--- src/rtl/rename_alloc_ctrl.sv ---
// rtl/rename_alloc_ctrl.sv - rename-stage preg allocator between decode and the free list
// Packs free-list pregs onto the slots of a decode bundle that need a destination.
module rename_alloc_ctrl #(
  parameter int NSLOT = 4,
  parameter int PW    = 6
) (
  input  logic             i_clk,
  input  logic             i_rst,
  input  logic             i_dec_valid,
  input  logic [NSLOT-1:0] i_dec_need,
  output logic             o_dec_ready,
  input  logic [PW-1:0]    i_fl_avail,
  input  logic [PW-1:0]    i_fl_req0,
  input  logic [PW-1:0]    i_fl_req1,
  input  logic [PW-1:0]    i_fl_req2,
  input  logic [PW-1:0]    i_fl_req3,
  output logic [2:0]       o_fl_req_count,
  output logic             o_ren_valid,
  output logic [NSLOT-1:0] o_ren_mask,
  output logic [PW-1:0]    o_ren_preg0,
  output logic [PW-1:0]    o_ren_preg1,
  output logic [PW-1:0]    o_ren_preg2,
  output logic [PW-1:0]    o_ren_preg3,
  input  logic             i_ren_ready,
  input  logic             i_flush,
  output logic [15:0]      o_stall_cycles
);

  typedef enum logic [1:0] {INIT, RUN, STALL, FLUSH} state_t;

  state_t          r_state;
  logic            r_init_cnt;
  logic            r_ren_valid;
  logic [NSLOT-1:0] r_ren_mask;
  logic [PW-1:0]   r_preg [NSLOT];
  logic [15:0]     r_stall_cycles;

  logic [PW-1:0]   w_req [4];
  logic [PW-1:0]   w_slot_preg [NSLOT];
  logic [2:0]      w_n;
  logic [2:0]      w_k;
  logic            w_out_free;
  logic            w_fits;
  logic            w_active;
  logic            w_accept;

  assign w_req[0] = i_fl_req0;
  assign w_req[1] = i_fl_req1;
  assign w_req[2] = i_fl_req2;
  assign w_req[3] = i_fl_req3;

  always_comb begin
    w_n = 3'd0;
    for (int i = 0; i < NSLOT; i++) w_n = w_n + {2'b00, i_dec_need[i]};
  end

  // k-th needing slot (counting from slot 0) takes the k-th lowest free preg
  always_comb begin
    w_k = 3'd0;
    for (int i = 0; i < NSLOT; i++) begin
      w_slot_preg[i] = '0;
      if (i_dec_need[i]) begin
        w_slot_preg[i] = w_req[w_k[1:0]];
        w_k = w_k + 3'd1;
      end
    end
  end

  assign w_out_free     = !r_ren_valid || i_ren_ready;
  assign w_fits         = {{(PW-3){1'b0}}, w_n} <= i_fl_avail;
  assign w_active       = (r_state == RUN) || (r_state == STALL);
  assign o_dec_ready    = w_active && w_out_free && w_fits && !i_flush && !i_rst;
  assign w_accept       = i_dec_valid && o_dec_ready;
  assign o_fl_req_count = w_accept ? w_n : 3'd0;

  always_ff @(posedge i_clk) begin
    if (i_rst) begin
      r_state        <= INIT;
      r_init_cnt     <= 1'b1;
      r_ren_valid    <= 1'b0;
      r_ren_mask     <= '0;
      r_stall_cycles <= 16'd0;
      for (int i = 0; i < NSLOT; i++) r_preg[i] <= '0;
    end else begin
      if (r_state == STALL && r_stall_cycles != 16'hFFFF)
        r_stall_cycles <= r_stall_cycles + 16'd1;

      case (r_state)
        INIT: begin
          if (r_init_cnt == 1'b0) r_state <= RUN;
          r_init_cnt <= 1'b0;
        end
        RUN: begin
          if (i_flush) r_state <= FLUSH;
          else if (i_dec_valid && !w_fits && w_out_free) r_state <= STALL;
        end
        STALL: begin
          if (i_flush) r_state <= FLUSH;
          else if (w_accept || !i_dec_valid) r_state <= RUN;
        end
        FLUSH: begin
          if (!i_flush) r_state <= RUN;
        end
        default: r_state <= INIT;
      endcase

      // flushed pregs are simply dropped; the commit path reclaims them
      if (i_flush && r_state != INIT) begin
        r_ren_valid <= 1'b0;
      end else if (w_accept) begin
        r_ren_valid <= 1'b1;
        r_ren_mask  <= i_dec_need;
        for (int i = 0; i < NSLOT; i++) r_preg[i] <= w_slot_preg[i];
      end else if (w_out_free) begin
        r_ren_valid <= 1'b0;
      end
    end
  end

  assign o_ren_valid    = r_ren_valid;
  assign o_ren_mask     = r_ren_mask;
  assign o_ren_preg0    = r_preg[0];
  assign o_ren_preg1    = r_preg[1];
  assign o_ren_preg2    = r_preg[2];
  assign o_ren_preg3    = r_preg[3];
  assign o_stall_cycles = r_stall_cycles;

endmodule

--- config.mk ---
export PLATFORM = sky130hd
export DESIGN_NAME = rename_alloc_ctrl
export DESIGN_NICKNAME = d
export VERILOG_FILES = /design/src/rtl/rename_alloc_ctrl.sv
export SDC_FILE = /design/constraint.sdc
export NUM_CORES = 1
export LEC_CHECK = 0
export CAP_MARGIN = 25
export CORE_MARGIN = 1
export CORE_UTILIZATION = 40
export CTS_BUF_LIST = sky130_fd_sc_hd__clkbuf_8
export DETAILED_ROUTE_END_ITERATION = 7
export GPL_ROUTABILITY_DRIVEN = 0
export PLACE_DENSITY = 0.71
export SLEW_MARGIN = 15
export SYNTH_ARGS = -nofsm -noshare
export SYNTH_HDL_FRONTEND = slang
export SYNTH_SLANG_ARGS = --single-unit
--- constraint.sdc ---
create_clock -name i_clk -period 5 [get_ports i_clk]
set_input_delay 0.5 -clock i_clk [delete_from_list [all_inputs] [get_ports i_clk]]
set_output_delay 0.5 -clock i_clk [all_outputs]
set_load 0.1 [all_outputs]
==> impl_metrics.ini, run 1 <==
[status]
violations = DRC
status = finished, violations left

[detailed_routing]
vias = 2189
drt_iter0_drc = 129
drt-pass1-iter-count = 6
post-route-drc-count = 7
routed_wirelength_mm = 6.52
viasPerCell = 5.43
ant_nets = 0
wl_per_cell_um = 16.2

[synth]
ys.warnings.count = 0
synth_edf_count = 24
async_flop_share_pct = 0
yosys.area_share.simple_pct = 18.5
synth_compound_area_share_pct = 6.75
syn_area_per_cell_um2 = 11.3
synth_top_family_by_area = simple AND/OR/NAND/NOR gates
synth_xor_area_share_pct = 5.19
synth.distinct_cells = 45
synth.ff_latch_count = 48
synth_top_area_share_pct = 26.4
syn_area_um2 = 2730
synth_fa_ha_area_share_pct = 6.24
synth-main-ff-cell = edfxtp_1
yosysTopAreaCell = edfxtp_1
synth.area.top_cells = edfxtp_1 (26%), dfxtp_1 (18%), mux4_2 (6.6%)
yosysSeqAreaShare_pct = 44.1
synth_cells = 241
synthesis.nets = 293
muxShareOfSynthArea_pct = 14.3

[die]
dieArea_um2 = 7150
rows = 29
die_h_um = 84.5
initial_utilization_pct = 42.2
die_width_um = 84.5
core_um2 = 6460
num_io_pins = 88

[worst_hold_path]
hold_class = flip-flop to flip-flop
min_delay_path_depth = 2

[sta]
clock.fmax_ghz = 0.245
setup_tns_ns = 0
finalCritPeriodShare_pct = 81.6
drv_slew = 0
fin_hold_ws_ns = 0.469
skew_ns = 0.00867
period_minus_slack_ns = 4.08
finalHoldViolations = 0
grt_setup_unrepaired = false
tightest_slew_ns = 1.00
slew_headroom_pct = 33.0
setup-violations-final = 0

[clock_network]
cts_setup_buffers = 0
numCtsBuffers = 5
clockBufferDepth = 2
tritoncts = yes
hold_buffers = 0
cts.htree.levels = 2
cts_root_buffer = clkbuf_8
cts.sinks = 48
clk_pin_slew_ns = 0.08
postCtsResizedCells = 0
clock_latency_ns = 0.30

[job]
drv_cap = 0

[global_routing]
gr-usage-all-layers_pct = 19.1
grt_max_degree = 28
grt_pass1_vias = 2147
grt_pass1_wl_mm = 10.6
antenna_found_initial = 0
grt_remaining_overflow = 0

[worst_setup_path]
endpoint_kind = primary output
cp_max_fo = 15
worst-path-stages = 13
reg2reg_depth = 7
slowest_delay_ns = 0.54
critPathLaunch = i_dec_need[0]
r2r_start = r_state[1]
r2r_setup_slack_ns = 2.68
cp_num_buf_inv = 5
crit_required_ns = 4.50
startpoint_type = input port
cp_slowest_cell = fa_1
cp.arrival_ns = 3.58
worstPathCellList = clkdlybuf4s50_1 > buf_4 > inv_1 > fa_1 > inv_1 > ha_1 > ha_1 > ha_1 > a21oi_1 > o21ai_0 > a211oi_2 > and2_1 > buf_12
crit_top_cell = ha_1
path_delay_family = adder cells
endpoint = o_fl_req_count[1]
critPathKind = input port to primary output
timing.rr.end = r_preg[1][5]

[place]
hpwlAfterDp_mm = 4.91
portBuffers = 87

[finish]
diodes = 0
area_growth_pct = 39.5
nets = 377
drive_gt1_share_pct = 9.82

[pwr]
powerDensity_nw_per_um2 = 300
p_leak_uw = 0.00152
ir_drop_uv = 146
-- logic make-up after synthesis --
kind of cell,count (synthesis)
xor+xnor,14
compound gates,27
mux,22
flops,48
simple gates,90
fa+ha+maj,13
buf+inv,27
-- worst min path at each step --
stage	from	endpoint	slack [ns]
floorplan	r_init_cnt	r_init_cnt	0.43
global placement	r_init_cnt	r_init_cnt	0.44
global route	r_init_cnt	r_init_cnt	0.50
finish	o_ren_mask[3]	o_ren_mask[3]	0.47
CTS	o_ren_mask[3]	o_ren_mask[3]	0.47
detailed placement	o_ren_mask[3]	o_ren_mask[3]	0.46
-- cells in the final DEF, fill, tap and decap left out, drive strengths merged, types with 5 or more instances in the layout --
cell type / netlist / layout
edfxtp: 24 / 24
ha: 12 / 12
mux2i: 9 / 9
clkdlybuf4s50: 0 / 83
nand2: 11 / 11
dfxtp: 24 / 24
xor2: 13 / 13
nor2: 27 / 27
buf: 8 / 7
inv: 14 / 14
and3: 24 / 24
and2: 5 / 5
mux4: 12 / 12
clkbuf: 5 / 6
nand2b: 5 / 5
o21ai: 9 / 9
-- stage by stage --
step                total power, uW  util [%]  std cells  worst slack [ns]  cell area (um2)
floorplan                       745         -        241            0.0158             2730
global placement                850      57.0        395             0.820             3680
detailed placement              855      57.0        395             0.751             3680
finish                         1140      58.9        403             0.922             3800
global route                   1190      58.9        403             0.776             3800
CTS                            1150      58.9        403             0.907             3800
-- tightest hold or removal path, cell delays in order, from the launching register on --
cell and delay [ns]:
dfxtp_1 0.32, inv_1 0.05, o21ai_1 0.06
-- state kept, by name, summed over array words and instances (netlist names) --
register        cells
r_state             2
r_init_cnt          1
o_ren_valid         1
o_ren_mask          4
o_stall_cycles     16
r_preg             24
-- routing by layer --
metal,vias up,GRT usage [%],routed length (um)
met4,0,7.24,121
met1,1038,25.0,2810
met2,93,30.7,3180
met5,-,0,0
li1,1048,-,-
met3,10,4.52,404
-- layout make-up --
class	instances	area (um2)
sequential	48	1200
fill	545	2660
multi-input combinational	166	1400
tap	77	96.3
clock buffer	6	82.6
clock inverter	2	38.8
timing repair buffer	90	933
inverter	14	52.6
-- synthesized netlist by cell type (all sizes together) (2+ instances only) --
master,number
a21oi,4
a31oi,2
and2,5
and3,24
and4,3
buf,8
clkbuf,5
dfxtp,24
edfxtp,24
ha,12
inv,14
mux2i,9
mux4,12
nand2,11
nand2b,5
nand3,4
nand4,3
nor2,27
nor3,3
o2111ai,3
o211ai,3
o21ai,9
xor2,13
-- power breakdown --
part	internal, uW	switching (uW)
Sequential	440	13.1
Combinational	139	254
Clock	164	131
Note: power is estimated with default switching activity, not from simulation.
==> run 2, diff against run 1 <==
Settings changed: PLACE_DENSITY 0.71 to 0.74.
Clock period 5 ns to 3.7 ns, I/O delays scaled along.
==> run 2 against run 1 <==
  * The run still ends with DRC left
  * Worst setup slack worse by 0.78 ns
  * Non-clock buffer count is 9 higher
  * Final cell count is 2.2% higher
  * Clock skew is 0.0023 ns lower
  * Sequential share of layout area is 0.68 points lower
  * Utilization is 1.3 points higher
  * Largest cell class unchanged
  * Largest power group unchanged
==> impl_metrics.ini, run 2 (synthesized netlist as in run 1, its figures left out) <==
[worst_setup_path]
cp_slowest_cell = fa_1
critPathKind = input port to primary output
slowest_delay_ns = 0.54
path_delay_family = adder cells
cp.arrival_ns = 3.19
startpoint_type = input port
cp_num_buf_inv = 5
cp_max_fo = 5
worstPathCellList = clkdlybuf4s50_1 > inv_1 > fa_1 > inv_1 > ha_1 > ha_1 > ha_1 > and3_4 > nor4_4 > a211oi_2 > buf_4 > and2_4 > buf_12
endpoint_kind = primary output
crit_top_cell = ha_1
crit_required_ns = 3.33

[finish]
top_register = r_preg
final_cell_mix = clkdlybuf4s50_1 (83), nor2_1 (27), dfxtp_1 (24), edfxtp_1 (24), and3_1 (23)
final_common_cell = clkdlybuf4s50_1
diodes = 0
largest_reg_flops = 24
drive_gt1_share_pct = 13.1
area_growth_pct = 42.6
nets = 386

[global_routing]
grt_remaining_overflow = 0
grt_max_degree = 28
grt_pass1_wl_mm = 10.8
gr-usage-all-layers_pct = 19.2
antenna_found_initial = 0
grt_pass1_vias = 2182

[die]
core_um2 = 6460
dieArea_um2 = 7150
die_width_um = 84.5
num_io_pins = 88
initial_utilization_pct = 42.2
die_h_um = 84.5
rows = 29

[clock_network]
cts.sinks = 48
clk_pin_slew_ns = 0.08
clockBufferDepth = 2
cts_root_buffer = clkbuf_8
tritoncts = yes
numCtsBuffers = 5
clock_latency_ns = 0.29
cts.htree.levels = 2

[sta]
fin_hold_ws_ns = 0.468
slew_headroom_pct = 32.9
finalCritPeriodShare_pct = 96.2
skew_ns = 0.00637
period_minus_slack_ns = 3.56
clock.fmax_ghz = 0.281
drv_slew = 0
setup-violations-final = 0
tightest_slew_ns = 1.00
finalHoldViolations = 0

[detailed_routing]
viasPerCell = 5.42
post-route-drc-count = 12
wl_per_cell_um = 15.9
routed_wirelength_mm = 6.56
drt-pass1-iter-count = 7
ant_nets = 0
drt_iter0_drc = 139
vias = 2234

[status]
status = finished, violations left
violations = DRC

[pwr]
powerDensity_nw_per_um2 = 393
p_leak_uw = 0.00157
p_total_uw = 1520
ir_drop_uv = 179

[place]
portBuffers = 87
hpwlAfterDp_mm = 5.00

[job]
drv_cap = 0

[worst_hold_path]
hold_class = flip-flop to flip-flop
## run 2: area by class of cell
cell class / count / area (um2)
fill: 543 / 2570
multi-input combinational: 166 / 1420
sequential: 48 / 1200
timing repair buffer: 99 / 1010
tap: 77 / 96.3
clock buffer: 5 / 68.8
inverter: 14 / 52.6
clock inverter: 3 / 37.5
## run 2: worst paths after layout
check,from,slack [ns],cells after the start,to
max,i_dec_need[0],0.14,13,o_fl_req_count[0]
min,r_init_cnt,0.47,1,r_init_cnt
max reg2reg,r_state[1],1.65,8,r_preg[0][1]
min reg2reg,r_init_cnt,0.47,1,r_init_cnt
## run 2: stage by stage
| step | cell area (um2) | setup WS [ns] | util (%) | cells | TNS (ns) |
|---|---|---|---|---|---|
| 5_1_grt | 3880 | -0.0184 | 60.2 | 412 | -0.0535 |
| 4_1_cts | 3880 | 0.0136 | 60.0 | 411 | 0 |
| 6_report | 3880 | 0.141 | 60.2 | 412 | 0 |
| 3_3_place_gp | 3770 | 0.0160 | 58.4 | 403 | 0 |
| 2_1_floorplan | 2750 | 0.0510 | - | 241 | 0 |
| 3_5_place_dp | 3770 | -0.0287 | 58.4 | 403 | -0.671 |
## run 2: power breakdown
part	total (uW)	switching [uW]	internal [uW]	leakage [uW]
Sequential	610	16.2	594	0.000443
Clock	363	166	197	0.0000607
Combinational	552	350	202	0.00107
## run 2: per-layer routing
metal | GRT usage, % | vias to the layer above | wire, um
met2 | 31.8 | 125 | 3070
met4 | 4.78 | 0 | 72
met1 | 25.1 | 1034 | 2780
met5 | 0 | - | 0
li1 | - | 1066 | -
met3 | 5.11 | 9 | 634
## run 2: what timing repair did
item                                    in CTS  in global routing
hold buffers                                 0                  0
resized for setup                            0                  1
endpoints found under the setup margin       0                  3
setup buffers                                0                  1
